<file path="config.mk">
export PLATFORM = sky130hd
export DESIGN_NAME = fetch_unit
export DESIGN_NICKNAME = d
export VERILOG_FILES = /design/src/rtl/fetch_unit.sv
export SDC_FILE = /design/constraint.sdc
export NUM_CORES = 1
export LEC_CHECK = 0
export BUFFER_PORTS_ARGS = -buffer_cell sky130_fd_sc_hd__buf_4
export CORE_MARGIN = 2
export CORE_UTILIZATION = 47
export CTS_BUF_LIST = sky130_fd_sc_hd__clkbuf_4
export CTS_CLUSTER_SIZE = 14
export DETAILED_ROUTE_END_ITERATION = 10
export GPL_TIMING_DRIVEN = 0
export HOLD_SLACK_MARGIN = 0.03
export PLACE_DENSITY = 0.72
export SLEW_MARGIN = 20
export SYNTH_ARGS = -nofsm -noshare
export SYNTH_HDL_FRONTEND = slang
export SYNTH_SLANG_ARGS = --single-unit
</file>
<file path="constraint.sdc">
create_clock -name clk -period 18 [get_ports clk]
set_clock_uncertainty 0.2 [all_clocks]
set_input_delay 3.6 -clock clk [delete_from_list [all_inputs] [get_ports clk]]
set_output_delay 3.6 -clock clk [all_outputs]
set_load 0.01 [all_outputs]
</file>
<file path="src/rtl/fetch_unit.sv">
// Instruction-fetch stage with IF/ID pipeline register; one imem request outstanding at most.
// Latency: imem response in cycle N is visible on InstrD/ValidD in cycle N+1.
// Backpressure: StallF/StallD hold PCF and IF/ID; a response arriving under stall is parked in a one-entry buffer.
module fetch_unit #(
  parameter logic [31:0] RESET_PC = 32'h0000_0000,
  parameter logic [31:0] NOP      = 32'h0000_0013
) (
  input  logic        clk,
  input  logic        reset,
  input  logic        StallF,
  input  logic        StallD,
  input  logic        FlushD,
  input  logic        PCSrcE,
  input  logic [31:0] PCTargetE,
  output logic        ImemReq,
  output logic [31:0] ImemAddr,
  input  logic        ImemReady,
  input  logic        ImemRValid,
  input  logic [31:0] ImemRData,
  output logic [31:0] InstrD,
  output logic [31:0] PCD,
  output logic [31:0] PCPlus4D,
  output logic        ValidD
);

  // IDLE: nothing outstanding; WAIT: one request in flight;
  // DROP: in-flight response belongs to a squashed path; BUF: response parked while Decode stalls.
  typedef enum logic [1:0] {
    IDLE = 2'd0,
    WAIT = 2'd1,
    DROP = 2'd2,
    BUF  = 2'd3
  } state_e;

  state_e      state_q, state_d;
  logic [31:0] pcf_q, pcf_d;
  logic [31:0] buf_q, buf_d;

  // IF/ID register
  logic [31:0] instr_q, instr_d;
  logic [31:0] pcd_q, pcd_d;
  logic [31:0] pcp4_q, pcp4_d;
  logic        valid_q, valid_d;

  logic        req;
  logic [31:0] addr;
  logic        deliver;
  logic [31:0] dlv_instr;
  logic        deliver_ok;
  logic [31:0] pcf_plus4;
  logic [31:0] target;

  // Wraps modulo 2^32; redirect targets are forced to word alignment.
  assign pcf_plus4  = pcf_q + 32'd4;
  assign target     = PCTargetE & 32'hFFFF_FFFC;
  assign deliver_ok = ~StallF & ~StallD & ~FlushD & ~PCSrcE;

  // Fetch FSM: next state, next PCF, buffer capture and request generation.
  always_comb begin
    state_d   = state_q;
    pcf_d     = pcf_q;
    buf_d     = buf_q;
    req       = 1'b0;
    addr      = pcf_q;
    deliver   = 1'b0;
    dlv_instr = ImemRData;
    unique case (state_q)
      IDLE: begin
        req = ~PCSrcE & ~StallF;
        if (PCSrcE) begin
          pcf_d = target;
        end else if (req && ImemReady) begin
          state_d = WAIT;
        end
      end
      WAIT: begin
        if (ImemRValid) begin
          if (PCSrcE) begin
            // Response is wrong-path: drop it and restart at the target.
            pcf_d   = target;
            state_d = IDLE;
          end else if (deliver_ok) begin
            // Hand the response to Decode and issue the next fetch in the same cycle.
            deliver = 1'b1;
            pcf_d   = pcf_plus4;
            req     = 1'b1;
            addr    = pcf_plus4;
            state_d = ImemReady ? WAIT : IDLE;
          end else begin
            // Response cannot be refused, so park it until Decode frees up.
            buf_d   = ImemRData;
            state_d = BUF;
          end
        end else if (PCSrcE) begin
          pcf_d   = target;
          state_d = DROP;
        end
      end
      DROP: begin
        if (PCSrcE) begin
          pcf_d = target;
        end
        if (ImemRValid) begin
          state_d = IDLE;
        end
      end
      BUF: begin
        if (PCSrcE) begin
          pcf_d   = target;
          state_d = IDLE;
        end else if (deliver_ok) begin
          deliver   = 1'b1;
          dlv_instr = buf_q;
          pcf_d     = pcf_plus4;
          state_d   = IDLE;
        end
      end
      default: begin
        state_d = IDLE;
      end
    endcase
  end

  // Fetch state, PCF and parked-response registers.
  always_ff @(posedge clk or posedge reset) begin
    if (reset) begin
      state_q <= IDLE;
      pcf_q   <= RESET_PC;
      buf_q   <= NOP;
    end else begin
      state_q <= state_d;
      pcf_q   <= pcf_d;
      buf_q   <= buf_d;
    end
  end

  // IF/ID next value: flush beats stall, stall beats delivery, otherwise a bubble.
  always_comb begin
    instr_d = NOP;
    pcd_d   = 32'd0;
    pcp4_d  = 32'd0;
    valid_d = 1'b0;
    if (FlushD) begin
      instr_d = NOP;
    end else if (StallD) begin
      instr_d = instr_q;
      pcd_d   = pcd_q;
      pcp4_d  = pcp4_q;
      valid_d = valid_q;
    end else if (deliver) begin
      instr_d = dlv_instr;
      pcd_d   = pcf_q;
      pcp4_d  = pcf_plus4;
      valid_d = 1'b1;
    end
  end

  // IF/ID pipeline register.
  always_ff @(posedge clk or posedge reset) begin
    if (reset) begin
      instr_q <= NOP;
      pcd_q   <= 32'd0;
      pcp4_q  <= 32'd0;
      valid_q <= 1'b0;
    end else begin
      instr_q <= instr_d;
      pcd_q   <= pcd_d;
      pcp4_q  <= pcp4_d;
      valid_q <= valid_d;
    end
  end

  // No request may escape while reset is held.
  assign ImemReq  = req & ~reset;
  assign ImemAddr = addr & 32'hFFFF_FFFC;

  assign InstrD   = instr_q;
  assign PCD      = pcd_q;
  assign PCPlus4D = pcp4_q;
  assign ValidD   = valid_q;

endmodule

</file>
* Yosys cells after proc, flatten, opt, wreduce, memory -nomap -nowiden
Index checks and enable logic that the tools add are counted.
** Storage, ports and cells
- Register bits :: 163
- Latch bits :: 0
- Bits in writable memories :: 0
- Bits in read-only memories :: 0
- Input port bits :: 72
- Output and inout port bits :: 130
- Logic and storage cells :: 71
- Memories :: 0
** Operators by class
- Add/subtract/negate cells :: 1
- Multipliers :: 0
- Div/mod/pow operators :: 0
- Order comparisons :: 0
- Eq/ne operators :: 9
- Shifts and indexed selects :: 0
- Muxes and demuxes :: 39
- Bitwise logic cells :: 10
- Reduce and logical (&&, ||, !) cells :: 5
** Operators by type and width (number)
- 32-bit two-way mux :: 19
- 32-bit one-hot mux with 3 select lines :: 1
- 32-bit by 3-bit adder with 32-bit output, second input constant :: 1
- 2-bit two-way mux :: 9
- 2-bit one-hot mux with 4 select lines :: 1
- 1-bit two-way mux :: 7
- 2-bit inequality test, second input constant :: 3
- 3-bit inequality test, second input constant :: 2
- 1-bit bitwise AND :: 5
- 1-bit NOT :: 5
- 5-bit AND reduction :: 1
- 2-bit == test, second input constant :: 2
- 1-bit one-hot mux with 2 select lines :: 2
- 3-bit AND reduction :: 1
- 2-bit by 1-bit == test with 1-bit output, second input constant :: 1
- 2-bit logical NOT :: 1
- 2-bit by 1-bit inequality test with 1-bit output, second input constant :: 1
- 2-bit OR reduction :: 1
- 1-bit logical AND :: 1

* Logic depth before layout (Yosys ltp)
- Depth after elaboration :: 11
- Depth in mapped cells :: 9
- Gate-level depth less buffers :: 6

* Worst setup path before layout
OpenSTA, ideal clock, no wires.
- Kind :: input to output
- Start point :: input PCSrcE
- End point :: output ImemAddr[13]
- Data arrival time :: 5.215 ns
- Required time :: 14.200 ns
- Slack :: 8.985 ns
- Stages :: 8
- Buffers on the path :: 4
- Cells stage by stage :: buf_6 > or4_4 > clkbuf_1 > nor2_1 > buf_2 > nand2_1 > xnor2_1 > buf_4
** Between the ends
- Longest elaborated chain between the ends :: 6
** Ends and longest elaborated chain
- start: declaration :: line 13 : input logic PCSrcE,
- 1-bit NOT (no line)
- 1-bit bitwise AND :: line 56 : assign deliver_ok = ~StallF & ~StallD & ~FlushD & ~PCSrcE;
- 32-bit two-way mux
- 32-bit two-way mux (*) :: line 78 : if (PCSrcE) begin
- 32-bit two-way mux (*) :: line 77 : if (ImemRValid) begin
- 32-bit two-way mux (*) :: line 67 : unique case (state_q)
- end: declaration :: line 16 : output logic [31:0] ImemAddr,
Every way passes the cells marked *; elsewhere a longest branch is shown, timed or not.

* Final worst setup path
- Start point :: input StallF
- End point :: output ImemAddr[9]
** Between the ends
- Longest elaborated chain between the ends :: 8
** Ends and longest elaborated chain
- start: declaration :: line 10 : input logic StallF,
- 1-bit NOT :: line 56
- 1-bit bitwise AND (3 in a row) :: line 56
- 32-bit two-way mux
- 32-bit two-way mux :: line 78
- 32-bit two-way mux :: line 77
- 32-bit two-way mux :: line 67
No other way between the ends.

==> summary.md <==
| Metric | Value |
|---|---|
| Met2 Use GR | a little over 40% |
| P&R area growth vs syn | 26.3% |
| DRT Pass-1 Iters | 5 |
| GRT Total Usage | 25.3% |
| Fin cells | between 1000 and 1500 |
| Max-slew headroom | 32.7% |
| CP max stage cell | or4_4 |
| YS warnings | 0 |
| Die extent in y | approximately 130 um |
| Period utilization | 54.8% |
| Number of port buffers | approximately 200 |
| Synth top area cells | dfrtp_1 (49%), nand2_1 (5.6%), xnor2_1 (5.2%), o21ai_0 (5.1%), mux2_2 (4.7%) |
| Type of origin of the critical path | input pin |
| Clock buffer depth | 2 |
| CTS tree | yes |
| Via count | about 6700 |
| Initial DRC count | between 400 and 500 |
| Routed len/inst | around 18 um |
| Max-Cap Viols | 0 |
| Crit-path max cell delay | between 0.5 and 0.6 ns |
| Grt ovf | 0 |
| Post-Synthesis Cells | approximately 800 |
| Most Frequent Cell on Critical Path | buf_4 |
| Initial antenna violation count | 0 |
| CP arrival | between 6 and 7 ns |
| Antenna-violating nets left | 0 |
| Chip Width | 134 um |
| Max VDD drop | around 0.05 mV |
| Final #Nets | around 1100 |
| Ant. Diodes | 0 |
| Hold crit path type | register to register |
| Grt met1 use | roughly a third |
| Rows | 47 |
| Count leader, synth | dfrtp_1 |
| Share of cells above drive strength 1 | between 30% and 40% |
| RSZ-0062 raised after global routing | false |
| Placed cell count | around 1200 |
| H-tree Lvls | 4 |
| Final Max Slew Viols | 0 |
| Post-synthesis sequential area ratio | between 50% and 60% |
| Starting Density | 48.0% |
| Clock Sinks | 161 |
| Post CTS Setup Buffer Count | 0 |
| Via/cell ratio | about 5.4 |
| Pwr/cell area | around 81 nW/um^2 |
| Final TNS setup | 0 ns |
| I/O Pins | around 200 |
| Synthesized flop and latch total | 161 |
| Ys async rst share | 100% |
| Global-route wire length before repair | around 35000 um |
| Fmax | just over 0.1 GHz |
| Vias in the first global route | 6574 |
| Clock Latency Late Sink | 0.57 ns |
| Largest area contributor in the netlist | dfrtp_1 |
| Num CTS Buffers | 17 |
| Clock Root Buffer | clkbuf_4 |
| Worst EP required | roughly 14 ns |
| Worst Max-Slew Pin Slew | around 1 ns |
| Total wire length | approximately 22000 um |
| Post-Syn Area | 7960 um^2 |
| Largest net degree at the start of global routing | just under 100 |
| CTS clock-pin slew for the worst setup and hold paths | 0.12 ns |
| Top FF cell, synth | dfrtp_1 |
| Core area | between 15000 and 20000 um^2 |
| Met3 Track Usage GR | under 10% |
| FILL cells | approximately 1500 |
| Most frequent cells after synthesis | dfrtp_1 (155), nand2_1 (118), o21ai_0 (81), clkbuf_1 (57), xnor2_1 (47) |
| Share of the synthesized area in the top cell type | about half |
| # DRC | 0 |
| Die ar. | approximately 18000 um^2 |
| Final Setup Violations | 0 |
| Critical path class | input pin to output pin |
| Unique cell type count in the Yosys netlist | 48 |
| Post-synth EDFFs | 0 |
| # hold bufs at CTS | 0 |
| Leakage | 0.00454 uW |
| Register-to-register setup slack | between 15 and 20 ns |
| Tmin final | a little under 10 ns |
| Final HPWL DP | ~16000 um |
| Status | complete, no violations |
| Total power | 814 uW |
| Critical path cell sequence | buf_4 -> or4_4 -> clkbuf_1 -> nor2_1 -> buf_2 -> nand2_1 -> xnor2_1 -> buf_4 -> buf_4 |
| Crit-path max FO | 10 |
| GR peak layer | met2 |
| Critical Path End Type | output pin |
| Gpl congestion | roughly 0.83 |
| Syn Area/Cell | 9.96 um^2 |
| Post-CTS Resized | 0 |
| Final hold viol count | 0 |
## per-stage QoR
stage | area [um^2] | hold slack (ns) | worst slack [ns] | utilization, %
2_1_floorplan | 7960 | 0.258 | 8.99 | -
3_3_place_gp | 9710 | 0.263 | 7.88 | 58.5
3_5_place_dp | 9740 | 0.273 | 8.19 | 58.8
4_1_cts | 10000 | 0.303 | 8.19 | 60.6
5_1_grt | 10000 | 0.325 | 7.99 | 60.6
6_report | 10000 | 0.294 | 8.14 | 60.6
## report_power, final
| part | internal, uW | switching (uW) | total [uW] |
|---|---|---|---|
| combinational | 77.8 | 76.1 | 154 |
| sequential | 407 | 20.0 | 427 |
| clock | 99.6 | 133 | 233 |
## kinds of logic (layout without fill, tap and decap cells)
| kind of cell | Yosys count | in the layout | synth area share, % |
|---|---|---|---|
| and+or+nand+nor | 238 | 238 | 14.4 |
| AOI/OAI and AO/OA | 168 | 168 | 13.5 |
| DFF | 161 | 161 | 50.7 |
| buffers and inverters | 116 | 345 | 7.64 |
| xor gates and xnor gates | 79 | 79 | 8.69 |
| muxes | 35 | 35 | 4.92 |
| adders and majority gates | 1 | 1 | 0.157 |
| other | 1 | 2 | 0.0471 |
## cell type report
| class | count | area [um^2] | share of cell area, % |
|---|---|---|---|
| buffer | 111 | 589 | 5.86 |
| clock buffer | 19 | 143 | 1.42 |
| clock inverter | 13 | 163 | 1.62 |
| inverter | 5 | 26.3 | 0.261 |
| multi-input combinational | 523 | 3320 | 33.0 |
| sequential | 161 | 4040 | 40.2 |
| tap | 220 | 275 | 2.74 |
| timing repair buffer | 197 | 1500 | 14.9 |
## layout by cell type (no fill, tap or decap), drive strengths merged, types with 14 or more instances in the layout
cell type / synthesis / routed
buf: 53 / 250
dfrtp: 155 / 155
nand2: 118 / 118
o21ai: 90 / 90
clkbuf: 58 / 77
xnor2: 47 / 47
mux2: 33 / 33
xor2: 32 / 32
a22o: 31 / 31
a22oi: 29 / 29
nor2: 26 / 26
nand3: 18 / 18
nor4: 16 / 16
nand4: 14 / 14
## per-layer routing
layer / wire length (um) / vias to the layer above
li1: - / 3167
met1: 9400 / 3235
met2: 10700 / 258
met3: 1940 / 33
met4: 348 / 0
met5: 0 / -
## path summary, 6_finish.rpt
check | end | cells past startpoint | start
max in group asynchronous | pcf_q[3] | 3 | reset
max | ImemAddr[9] | 9 | StallF
min | InstrD[3] | 2 | InstrD[3]
min reg2reg | InstrD[3] | 2 | InstrD[3]
min in group asynchronous | buf_q[7] | 2 | reset
max reg2reg | PCPlus4D[4] | 7 | state_q[1]
## critical path, delay by kind of cell
family,cells,cell delay (ns)
XOR/XNOR,1,0.20
buffers and inverters,5,1.03
AND/OR/NAND/NOR,3,1.22
## sequential cells by signal, summed over array words and instances, names as in the netlist
signal	count
InstrD	32
PCD	32
buf_q	32
pcf_q	32
PCPlus4D	30
state_q	2
ValidD	1
Note: power is estimated with default switching activity, not from simulation.
